## src/rtl/vga_pkg.sv

```systemverilog
// rtl/vga_pkg.sv - shared VGA geometry, animator state encoding and bounce step
package vga_pkg;

  localparam int H_ACTIVE = 640;
  localparam int V_ACTIVE = 480;
  localparam int CW       = 11;

  typedef logic [CW-1:0] coord_t;

  typedef enum logic [1:0] {
    IDLE   = 2'd0,
    MOVE_X = 2'd1,
    MOVE_Y = 2'd2,
    COMMIT = 2'd3
  } anim_state_t;

  typedef struct packed {
    coord_t pos;
    logic   neg;   // 1 = moving toward 0
  } axis_t;

  // One axis step; lands exactly on an edge and flips direction there.
  function automatic axis_t bounce_step(coord_t pos, logic neg, logic [2:0] step, coord_t max_pos);
    logic [CW:0] w_sum;
    logic [CW:0] w_step;
    axis_t       r_out;
    w_step    = {{(CW-2){1'b0}}, step};
    w_sum     = {1'b0, pos} + w_step;
    r_out.pos = pos;
    r_out.neg = neg;
    if (step != 3'd0) begin
      if (!neg) begin
        if (w_sum >= {1'b0, max_pos}) begin
          r_out.pos = max_pos;
          r_out.neg = 1'b1;
        end else begin
          r_out.pos = w_sum[CW-1:0];
        end
      end else begin
        if ({1'b0, pos} <= w_step) begin
          r_out.pos = '0;
          r_out.neg = 1'b0;
        end else begin
          r_out.pos = pos - coord_t'(step);
        end
      end
    end
    return r_out;
  endfunction

endpackage

```

## src/rtl/sync_edge_detect.sv

```systemverilog
// rtl/sync_edge_detect.sv - 2-flop synchroniser with a one-cycle rising-edge pulse
module sync_edge_detect #(
  parameter logic RESET_VAL = 1'b1   // idle level of the input, avoids a false edge out of reset
) (
  input  logic clk,
  input  logic rst_n,
  input  logic i_async,
  output logic o_rise
);

  logic r_meta;
  logic r_sync;
  logic r_prev;

  always_ff @(posedge clk or negedge rst_n) begin
    if (!rst_n) begin
      r_meta <= RESET_VAL;
      r_sync <= RESET_VAL;
      r_prev <= RESET_VAL;
    end else begin
      r_meta <= i_async;
      r_sync <= r_meta;
      r_prev <= r_sync;
    end
  end

  assign o_rise = r_sync & ~r_prev;

endmodule

```

## src/rtl/box_animator.sv

```systemverilog
// rtl/box_animator.sv - bounces a SIZE x SIZE square around the active area, one step per frame
module box_animator
  import vga_pkg::*;
#(
  parameter int SIZE     = 32,
  parameter int H_ACTIVE = vga_pkg::H_ACTIVE,
  parameter int V_ACTIVE = vga_pkg::V_ACTIVE,
  parameter int CW       = vga_pkg::CW
) (
  input  logic          CLOCK_50,
  input  logic          nReset,
  input  logic          VGA_VS,
  input  logic          pause,
  input  logic [2:0]    speed,
  input  logic          load_valid,
  input  logic [CW-1:0] load_x,
  input  logic [CW-1:0] load_y,
  output logic          load_ready,
  output logic [CW-1:0] x1,
  output logic [CW-1:0] x2,
  output logic [CW-1:0] y1,
  output logic [CW-1:0] y2,
  output logic [15:0]   frame_count
);

  localparam logic [CW-1:0] X_MAX  = CW'(H_ACTIVE - SIZE);
  localparam logic [CW-1:0] Y_MAX  = CW'(V_ACTIVE - SIZE);
  localparam logic [CW-1:0] SIZE_C = CW'(SIZE);

  anim_state_t   r_state;
  anim_state_t   w_next_state;
  logic          w_tick;
  logic          w_accept;
  logic [2:0]    w_step;
  logic [CW-1:0] r_x;
  logic [CW-1:0] r_y;
  logic          r_neg_x;
  logic          r_neg_y;
  logic [CW-1:0] w_load_x;
  logic [CW-1:0] w_load_y;
  axis_t         w_bx;
  axis_t         w_by;

  // Rising edge of VGA_VS marks the end of the sync pulse, still inside vertical blank.
  sync_edge_detect #(.RESET_VAL(1'b1)) u_vs_edge (
    .clk     (CLOCK_50),
    .rst_n   (nReset),
    .i_async (VGA_VS),
    .o_rise  (w_tick)
  );

  assign load_ready = (r_state == IDLE);
  assign w_accept   = load_valid && load_ready;
  assign w_step     = pause ? 3'd0 : speed;
  assign w_load_x   = (load_x > X_MAX) ? X_MAX : load_x;
  assign w_load_y   = (load_y > Y_MAX) ? Y_MAX : load_y;
  assign w_bx       = bounce_step(r_x, r_neg_x, w_step, X_MAX);
  assign w_by       = bounce_step(r_y, r_neg_y, w_step, Y_MAX);

  always_ff @(posedge CLOCK_50 or negedge nReset) begin
    if (!nReset) r_state <= IDLE;
    else         r_state <= w_next_state;
  end

  always_comb begin
    w_next_state = r_state;
    case (r_state)
      IDLE: begin
        if (w_accept)    w_next_state = COMMIT;
        else if (w_tick) w_next_state = MOVE_X;
      end
      MOVE_X:  w_next_state = MOVE_Y;
      MOVE_Y:  w_next_state = COMMIT;
      COMMIT:  w_next_state = IDLE;
      default: w_next_state = IDLE;
    endcase
  end

  always_ff @(posedge CLOCK_50 or negedge nReset) begin
    if (!nReset) begin
      r_x         <= '0;
      r_y         <= '0;
      r_neg_x     <= 1'b0;
      r_neg_y     <= 1'b0;
      x1          <= '0;
      x2          <= SIZE_C;
      y1          <= '0;
      y2          <= SIZE_C;
      frame_count <= '0;
    end else begin
      case (r_state)
        IDLE: begin
          if (w_tick) frame_count <= frame_count + 16'd1;
          if (w_accept) begin
            r_x <= w_load_x;
            r_y <= w_load_y;
          end
        end
        MOVE_X: begin
          r_x     <= w_bx.pos;
          r_neg_x <= w_bx.neg;
        end
        MOVE_Y: begin
          r_y     <= w_by.pos;
          r_neg_y <= w_by.neg;
        end
        COMMIT: begin
          x1 <= r_x;
          x2 <= r_x + SIZE_C;
          y1 <= r_y;
          y2 <= r_y + SIZE_C;
        end
        default: ;
      endcase
    end
  end

endmodule

```

## config.mk

```make
export PLATFORM = sky130hd
export DESIGN_NAME = box_animator
export DESIGN_NICKNAME = d
export VERILOG_FILES = /design/src/rtl/vga_pkg.sv /design/src/rtl/sync_edge_detect.sv /design/src/rtl/box_animator.sv
export SDC_FILE = /design/constraint.sdc
export NUM_CORES = 1
export LEC_CHECK = 0
export CORE_MARGIN = 1
export CORE_UTILIZATION = 45
export DETAILED_ROUTE_END_ITERATION = 8
export HOLD_SLACK_MARGIN = 0.06
export PLACE_DENSITY = 0.76
export SYNTH_ARGS = -nofsm -noshare
export SYNTH_HDL_FRONTEND = slang
export SYNTH_SLANG_ARGS = --single-unit
```

## constraint.sdc

```tcl
create_clock -name CLOCK_50 -period 7.5 [get_ports CLOCK_50]
set_input_delay 1.5 -clock CLOCK_50 [delete_from_list [all_inputs] [get_ports CLOCK_50]]
set_output_delay 1.5 -clock CLOCK_50 [all_outputs]
set_load 0.03 [all_outputs]
```

== Word level (Yosys, flattened, before mapping) ==
Index checks and enable logic that the tools add are counted.
Storage, ports and cells
  output and inout bits: 61
  bits of input ports: 30
  register bits after elaboration: 89
  word-level logic and storage cells: 67
Operators by class
  order comparisons: 6
  bitwise operators: 2
  reductions and logical operators: 10
  add/subtract/negate cells: 7
  muxes and demuxes: 22
  equal/unequal tests: 7
Operators with widths (number)
  $mux W11: 8
  $mux W12: 4
  $pmux W11 S2: 2
  $add A11 B3 Y12: 2
  $add A11 B6 Y11 const B: 2
  $le A11 B3 Y1: 2
  $sub A11 B3 Y11: 2
  $add A16 B1 Y16 const B: 1
  $ge A12 B10 Y1 const B: 1
  $ge A12 B9 Y1 const B: 1
  $gt A11 B10 Y1 const B: 1
  $gt A11 B9 Y1 const B: 1
  $pmux W2 S4: 1
  $reduce_and A2 Y1: 3
  $reduce_and A3 Y1: 2
  $eq A2 B2 Y1 const B: 2
  $mux W1: 4
  $mux W2: 2
  $ne A2 B2 Y1 const B: 2
  $reduce_bool A2 Y1: 2
  $mux W3: 1
  $ne A3 B1 Y1 const B: 1
  $reduce_bool A3 Y1: 1
  $eq A2 B1 Y1 const B: 1
  5 further kinds: 5

== Logic depth before layout (Yosys ltp) ==
Gate-level depths: netlist of the first run.
  depth after elaboration: 7
  gate-level depth with buffers: 12
  depth with buffers taken out: 10

== By module ==
A second synthesis of the first run with hierarchy kept.
Unflattened totals
  cell total of the unflattened synthesis: 535
  area, all modules: 5167.5 sq um
Modules (own cells, without submodules)
  box_animator: times used 1, sequential area each 1904.3 sq um, cells each 531, area each 5074.9 sq um
  sync_edge_detect: times used 1, sequential area each 78.8 sq um, cells each 4, area each 92.6 sq um

== Worst setup path before layout of the first run ==
OpenSTA, ideal clock, no wires.
  path type: in2reg
  from: input port speed[0]
  to: register r_x[6]
  data required time: 7358 ps
  setup time: 142 ps
  buffers on the path: 0
  stages: 10
  arrival: 3704 ps
  slack: 3654 ps
  cells stage by stage: nor2b_1 -> ha_1 -> fa_1 -> nor2b_2 -> o21ai_0 -> nor4b_4 -> nor3_1 -> o32ai_2 -> a221oi_1 -> o221ai_1
Between the ends
  word-level cells in the longest chain between the ends: 7
  elaborated cells between the ends (all ways): 13
  those cells by class: add/sub: 2; order compare: 2; eq/ne: 1; mux: 6; reduce/logical: 2
RTL lines
  from (decl): RTL line box_animator.sv:14  | input logic [2:0] speed,
  $mux W3 (*): RTL line box_animator.sv:54  | assign w_step = pause ? 3'd0 : speed;
  $add A11 B3 Y12: RTL line vga_pkg.sv:28  | w_sum = {1'b0, pos} + w_step;
  $ge A12 B10 Y1: RTL line vga_pkg.sv:33  | if (w_sum >= {1'b0, max_pos}) begin
  $mux W11: RTL line vga_pkg.sv:33
  $mux W12: RTL line vga_pkg.sv:32  | if (!neg) begin
  $mux W12: RTL line vga_pkg.sv:31  | if (step != 3'd0) begin
  $pmux W11 S2: RTL line box_animator.sv:91  | case (r_state)
  to (signal assigned): RTL line box_animator.sv:95  | r_x <= w_load_x;
  to (signal assigned): RTL line box_animator.sv:100  | r_x <= w_bx.pos;
  to (decl): RTL line box_animator.sv:35  | logic [CW-1:0] r_x;
Mark *: on every way between the ends. The rest lies on a longest branch, timed or not. The select of a mux whose other input is x is not followed.
A chain may end at the register's enable or synchronous reset.

== Final worst setup path of the first run ==
  from: input port pause
  to: register r_x[5]
Between the ends
  word-level cells in the longest chain between the ends: 7
  elaborated cells between the ends (all ways): 13
  those cells by class: add/sub: 2; order compare: 2; eq/ne: 1; mux: 6; reduce/logical: 2
RTL lines
  from (decl): RTL line box_animator.sv:13  | input logic pause,
  $mux W3 (*): RTL line box_animator.sv:54
  $add A11 B3 Y12: RTL line vga_pkg.sv:28
  $ge A12 B10 Y1: RTL line vga_pkg.sv:33
  $mux W11: RTL line vga_pkg.sv:33
  $mux W12: RTL line vga_pkg.sv:32
  $mux W12: RTL line vga_pkg.sv:31
  $pmux W11 S2: RTL line box_animator.sv:91
Marks and branches as above.

==> results.md, run 1 <==
* Reg2reg start: r_x[0]$_DFFE_PN0P_
* Max VDD drop at 0.260 mV
* N_diodes at 0
* Final Skew at 0.00434 ns
* PD cells at 403 nW/um^2
* Post-CTS Setup Bufs at 0
* Vias in the first global route at 4377
* DR WL/cell at 18.0 um
* Leakage at 2.63 nW
* Clock Tree Root: clkbuf_16
* Vias/cell at 5.81
* Post-synth EDFFs at 0
* Final Hold Viols at 0
* Reg area at 1980 sq um
* Ys async rst share at 100%
* Htree depth at 3
* Final period util at 59.0%
* CTS tree: done
* Largest net degree at the start of global routing at 80
* Share of layout cells above drive strength 1 at 11.6%
* Final slew viol count at 0
* Sequential area share after synthesis at 38.1%
* Leading area contributor after synthesis: dfrtp_1
* CP max FO at 9
* RSZ-0062 raised after global routing: false
* Via Count at 4416
* Setup slack at placement at 2.71 ns
* Seq cells post-synth at 79
* DRC Markers at 0
* Clock sinks at 79
* CP Capture Type: flop
* Post-Syn Nets at 604
* # fillers at 980
* GP Congestion at 0.931
* Clock-pin slew on the worst setup and hold paths at 0.06 ns
* Post-CTS Hold Fix Bufs at 0
* # port buffers at 90
* Post-route cell area at 6320 sq um
* Worst hold path depth at 0
* Synth cell count leaders: 74 x dfrtp_1, 53 x nor2_1, 29 x nand2_1
* Data arrival, critical path at 4.69 ns
* Synth Flop Type: dfrtp_1
* Mapped Area at 5200 sq um
* Avg Synthesized Cell Area at 9.47 sq um
* Layout area overhead at 21.6%
* Total of warnings raised by yosys at 0
* Final nets at 670
* Rows at 38
* Endpoints failing setup at 0
* Max_slew headroom at 32.5%
* Total wire length at 13700 um
* Multi-input logic area at 2880 sq um
* Chip width at 109 um
* Gate power share at 54.3%
* Final WS setup at 3.08 ns
* Worst Reg-to-Reg Cells at 9
* Status: finished clean
* Crit path kind: in -> reg
* Syn Inst Count at 549
* R2R Path End: r_x[5]$_DFFE_PN0P_
* Max cap viols at 0
* Total GRT Usage at 25.1%
* P_int at 0.00137 W
* Seq pwr share at 29.8%
* Hold endpoint: u_vs_edge.r_sync$_DFF_PN1_
* Min cycle time layout at 4.42 ns
* Max Root-Sink Buffers at 2
* CTS Buf Count at 9
* First-pass GRT wire length at 22700 um
* Post-DRT Antenna Nets at 0
* Top post-synthesis cells by area: dfrtp_1 36%, mux2_2 5.8%, ha_1 5.1%, nor2_1 3.8%, xnor2_1 3.5%
* Pre-antenna DRT Iters at 5
* Non-Filler Instances at 760
* Fmax at 0.226 GHz
* # IOs at 91
* Initial antenna violation count at 0
* Core region area at 11000 sq um
* Hold Crit Class: reg -> reg
* Post-cts sizing count at 0
* Synth cell types at 78
* FF-to-FF setup slack at 4.53 ns
* Req. time, crit path at 7.76 ns
* Clk Latency, worst-skew pair at 0.35 ns
* Slew at the pin with the worst max-slew slack at 1.01 ns
* Setup_tns at 0 ns
* Most frequent cell after synthesis: dfrtp_1
* Die Ht at 109 um
* Initial DRC Count at 251
* Starting Density at 47.1%
* Switching share of total power at 46.3%
* Overflow after GRT at 0
* Clk pwr share at 16.0%
* DP Area at 6050 sq um
* Net Switching at 0.00118 W
* Die area at 12000 sq um
* Startpoint Class: input pin
* DP Cell Count at 744
* Min-delay src: u_vs_edge.r_meta$_DFF_PN1_
* DP HPWL at 10000 um
* Area share of the largest cell type after synthesis at 35.6%
routing by layer:
| layer | GRT usage, % | up-vias | part of all wire, % |
|---|---|---|---|
| li1 | - | 2103 | - |
| met1 | 33.7 | 2134 | 44 |
| met2 | 39.3 | 155 | 47 |
| met3 | 5.10 | 24 | 6.7 |
| met4 | 10.8 | 0 | 2.4 |
| met5 | 0 | - | 0 |
area by class of cell:
class	instances	area share [%]
multi-input cells	406	45.6
flip-flops and latches	79	31.4
repair buffers	91	14.3
clock buffers	9	3.56
well taps	140	2.77
inverters	28	1.66
clock inverters	7	0.752
cell usage in the layout, fill, tap and decap left out, types with 4 or more instances in the layout:
cell type        Yosys  layout
xor2_1              10      10
fa_1                 4       4
nor2_1              53      53
nand2b_1             7       7
nand3_1             19      19
nor4_1               4       4
nor3_1              20      20
o21a_1               5       5
dfrtp_1             74      74
a21oi_1             24      24
clkdlybuf4s50_1      0      89
o21ai_0             28      28
clkbuf_16            0       9
nand4_1              4       4
dfstp_2              5       5
a221oi_1             5       5
ha_1                21      21
nand2_1             29      29
and3_1               8       8
or3_1                5       5
mux2_2              27      27
a21o_1               6       6
a31oi_1              6       6
and2_1               4       4
inv_1               28      28
xnor2_1             21      21
o211ai_1             7       7
a22oi_1              5       5
o21ai_1              4       4
o2111ai_1            7       7
nor2b_1              9       9
stage by stage:
| stage | util, % | total power (W) | hold slack [ns] |
|---|---|---|---|
| 4_1_cts | 57.3 | 0.00256 | 0.357 |
| 3_3_place_gp | 54.9 | 0.00212 | 0.346 |
| 6_report | 57.3 | 0.00255 | 0.356 |
| 2_1_floorplan | - | 0.00172 | 0.345 |
| 3_5_place_dp | 54.9 | 0.00214 | 0.348 |
| 5_1_grt | 57.3 | 0.00273 | 0.357 |
how the worst max path moves through the flow:
stage / slack, ns / endpoint / cells after the start / startpoint
2_1_floorplan: 3.65 / r_x[6]$_DFFE_PN0P_ / 10 / speed[0]
3_3_place_gp: 2.76 / r_x[5]$_DFFE_PN0P_ / 11 / pause
3_5_place_dp: 2.71 / r_x[5]$_DFFE_PN0P_ / 11 / pause
4_1_cts: 3.08 / r_x[5]$_DFFE_PN0P_ / 11 / pause
5_1_grt: 2.79 / r_x[5]$_DFFE_PN0P_ / 10 / pause
6_report: 3.08 / r_x[5]$_DFFE_PN0P_ / 11 / pause
power groups by stage:
stage                     Sequential (W)  Combinational [W]  Clock, W
after floorplan                 0.000825           0.000892         0
after global placement          0.000757            0.00136         0
after detailed placement        0.000762            0.00137         0
after CTS                       0.000756            0.00138  0.000420
after global routing            0.000786            0.00150  0.000440
final                           0.000759            0.00138  0.000407
cells by family after synthesis:
| kind of cell | Yosys count | share of synthesized area (%) |
|---|---|---|
| compound gates | 133 | 18.1 |
| simple gates | 186 | 18.8 |
| flops | 79 | 38.1 |
| fa+ha+maj | 25 | 6.59 |
| mux | 31 | 6.71 |
| buf+inv | 64 | 6.43 |
| xor+xnor | 31 | 5.22 |
worst max-delay path, stage by stage:
cell             delay, ns
clkdlybuf4s50_1       0.53
nand2b_1              0.18
inv_1                 0.18
fa_1                  0.46
nor2b_2               0.20
o21a_2                0.25
a2111oi_0             0.43
nor3_1                0.13
o32ai_2               0.42
a221oi_1              0.21
o221ai_1              0.20
state kept, by name (all words and copies together), names as in the netlist, 2 cells and up:
register and flops:
r_state 2, y2 6, r_y 11, frame_count 16
x2 6, r_x 11, y1 11, x1 11
No activity file was read; power rests on OpenSTA's default activity.
==> run 2: changes to the inputs <==
Settings changed: PLACE_DENSITY 0.76 to 0.78.
Clock period 7.5 ns to 4.05 ns, I/O delays scaled along.
==> run 2 against run 1 <==
Hold slack got worse by 0.0010 ns. Via count rose by 1.1%. Combinational power rose by 88%. Final cell count rose by 1.1%. Critical path depth rose by 1. Worst setup slack got worse by 2.6 ns. Clock power rose by 80%. Clock-buffer cell count rose by 2. Critical endpoint is now r_y[3]$_DFFE_PN0P_. Largest cell class unchanged. Largest power group unchanged. Highest routed layer unchanged.
==> results.md, run 2 (same netlist as run 1, synthesis figures left out) <==
* GRT Max-Usage Layer: met2 (unchanged)
* Total power draw at 0.00474 W (was 0.00255 W)
* # fillers at 970 (was 980)
* Min cycle time layout at 3.60 ns
* Fmax at 0.278 GHz
* Share of layout cells above drive strength 1 at 12.4% (was 11.6%)
* Status: finished clean (unchanged)
* DP Area at 6110 sq um (was 6050 sq um)
* Vias/cell at 5.81 (about the same)
* Routing usage on met2 at 40.4% (was 39.3%)
* Die Ht at 109 um (unchanged)
* Max reg flops at 16 (unchanged)
* Clock-pin slew on the worst setup and hold paths at 0.06 ns (about the same)
* Chip width at 109 um (unchanged)
* RSZ-0062 raised after global routing: false (unchanged)
* Commonest non-fill, non-tap cell in the layout: clkdlybuf4s50_1 (unchanged)
* Max Root-Sink Buffers at 2 (unchanged)
* Final slew viol count at 0 (unchanged)
* CP max FO at 6 (was 9)
* Startpoint Class: input pin (unchanged)
* Total wire length at 13600 um (was 13700 um)
* CP Capture Type: flop (unchanged)
* Layout area overhead at 22.7% (was 21.6%)
* Most flops, register: frame_count (unchanged)
* Clk Latency, worst-skew pair at 0.34 ns (was 0.35 ns)
* Clock sinks at 79 (unchanged)
* Slew at the pin with the worst max-slew slack at 1.01 ns (about the same)
* Overflow after GRT at 0 (unchanged)
* Crit path kind: in -> reg (unchanged)
* Clk pwr share at 15.5% (was 16.0%)
* Core region area at 11000 sq um (unchanged)
* Gate power share at 54.8% (was 54.3%)
* Seq pwr share at 29.6% (was 29.8%)
* Initial antenna violation count at 0 (unchanged)
* Vias in the first global route at 4479 (was 4377)
* N_diodes at 0 (unchanged)
* Max_slew headroom at 32.9% (was 32.5%)
* Met1 Use GR at 31.5% (was 33.7%)
* Post-CTS Setup Bufs at 0 (unchanged)
* Starting Density at 47.1% (unchanged)
* Endpoints failing setup at 0 (unchanged)
* Clock Tree Root: clkbuf_16 (unchanged)
* Hold Crit Class: reg -> reg (unchanged)
* DP HPWL at 10100 um (was 10000 um)
* Switching share of total power at 45.7% (was 46.3%)
* CTS Buf Count at 9 (unchanged)
* DRC Markers at 0 (unchanged)
* Most frequent cells in the layout: 89 x clkdlybuf4s50_1, 74 x dfrtp_1, 53 x nor2_1, 29 x nand2_1 (unchanged)
* Final nets at 678 (was 670)
* Post-DRT Antenna Nets at 0 (unchanged)
* Total GRT Usage at 24.4% (was 25.1%)
* Final Skew at 0.00889 ns (was 0.00434 ns)
* GP Congestion at 0.944 (was 0.931)
* Post-cts sizing count at 0 (unchanged)
* P_int at 0.00257 W (was 0.00137 W)
* Setup slack at placement at 0.148 ns (was 2.71 ns)
* Max cap viols at 0 (unchanged)
* Initial DRC Count at 308 (was 251)
* Final WS setup at 0.452 ns (was 3.08 ns)
* Rows at 38 (unchanged)
* # port buffers at 90 (unchanged)
* Pre-antenna DRT Iters at 5 (unchanged)
* Max VDD drop at 0.441 mV (was 0.260 mV)
* # IOs at 91 (unchanged)
* Data arrival, critical path at 3.85 ns (was 4.69 ns)
* Leakage at 2.66 nW (was 2.63 nW)
* Req. time, crit path at 4.31 ns (was 7.76 ns)
* Via Count at 4464 (was 4416)
* Post-CTS Hold Fix Bufs at 0 (unchanged)
* DR WL/cell at 17.7 um (was 18.0 um)
* Htree depth at 3 (unchanged)
* Final Hold Viols at 0 (unchanged)
* Die area at 12000 sq um (unchanged)
* Setup_tns at 0 ns (unchanged)
* PD cells at 742 nW/um^2 (was 403 nW/um^2)
* First-pass GRT wire length at 22300 um (was 22700 um)
* CTS tree: done (unchanged)
* GR Util met3 at 5.45% (was 5.10%)
* Final period util at 88.8%
* Net Switching at 0.00217 W (was 0.00118 W)
* Post-route cell area at 6380 sq um (was 6320 sq um)
* Largest net degree at the start of global routing at 80 (unchanged)
==> run 2: cell types whose count changed in the layout (fill, tap and decap cells not counted) <==
cell,previous run,this run
buf_4,2,10
clkbuf_1,0,2
clkinv_2,3,2
clkinv_4,0,2
clkinvlp_4,2,1
inv_6,2,0
==> run 2: cell type report <==
| class | count | area [sq um] | area share, % |
|---|---|---|---|
| Sequential cell | 79 | 1980 | 31.1 |
| Multi-Input combinational cell | 406 | 2880 | 45.2 |
| Clock inverter | 5 | 35.0 | 0.549 |
| Inverter | 28 | 105 | 1.65 |
| Clock buffer | 11 | 233 | 3.65 |
| Timing Repair Buffer | 99 | 966 | 15.1 |
| Tap cell | 140 | 175 | 2.75 |
==> run 2: worst max-delay path: stages <==
cell and delay (ns):
clkdlybuf4s50_1 0.56, nand2b_1 0.19, inv_1 0.12, buf_4 0.17
fa_1 0.43, nor2b_1 0.20, o2111ai_1 0.27, and3b_1 0.19
mux2i_1 0.10, a21o_1 0.23, or4_1 0.48, o2111ai_1 0.10
==> run 2: path summary, 6_finish.rpt <==
kind,start,to,slack [ns],cells past startpoint
setup / recovery,pause,r_y[3]$_DFFE_PN0P_,0.45,12
min in group asynchronous,nReset,x1[1]$_DFFE_PN0N_,0.61,1
hold reg to reg,u_vs_edge.r_meta$_DFF_PN1_,u_vs_edge.r_sync$_DFF_PN1_,0.35,0
hold / removal,u_vs_edge.r_meta$_DFF_PN1_,u_vs_edge.r_sync$_DFF_PN1_,0.35,0
max in group asynchronous,nReset,r_neg_y$_DFFE_PN0P_,2.76,1
setup reg to reg,r_x[0]$_DFFE_PN0P_,r_x[1]$_DFFE_PN0P_,1.23,10
==> run 2: layer usage <==
| layer | share of wire (%) | wire length (um) |
|---|---|---|
| met2 | 48 | 6470 |
| met3 | 6.6 | 896 |
| met1 | 43 | 5880 |
| met4 | 2.4 | 320 |
| met5 | 0 | 0 |
==> run 2: per-stage QoR <==
| step | instances | hold WS [ns] | util, % |
|---|---|---|---|
| 6_report | 768 | 0.355 | 57.8 |
| 5_1_grt | 768 | 0.360 | 57.8 |
| 4_1_cts | 768 | 0.359 | 57.8 |
| 3_5_place_dp | 752 | 0.353 | 55.4 |
| 3_3_place_gp | 752 | 0.346 | 55.4 |
| 2_1_floorplan | 549 | 0.345 | - |
==> run 2: power groups by stage <==
| stage | registers [W] | logic, W | clock network, W |
|---|---|---|---|
| final | 0.00140 | 0.00260 | 0.000734 |
| after global routing | 0.00145 | 0.00283 | 0.000784 |
| after CTS | 0.00140 | 0.00258 | 0.000751 |
| after detailed placement | 0.00141 | 0.00257 | 0 |
| after global placement | 0.00140 | 0.00254 | 0 |
| after floorplan | 0.00153 | 0.00165 | 0 |
==> run 3: changes to the inputs <==
Settings changed: SKIP_LAST_GASP set to 1.
==> results of run 3 <==
Final layout, timing and power as in run 2 (identical DEF).
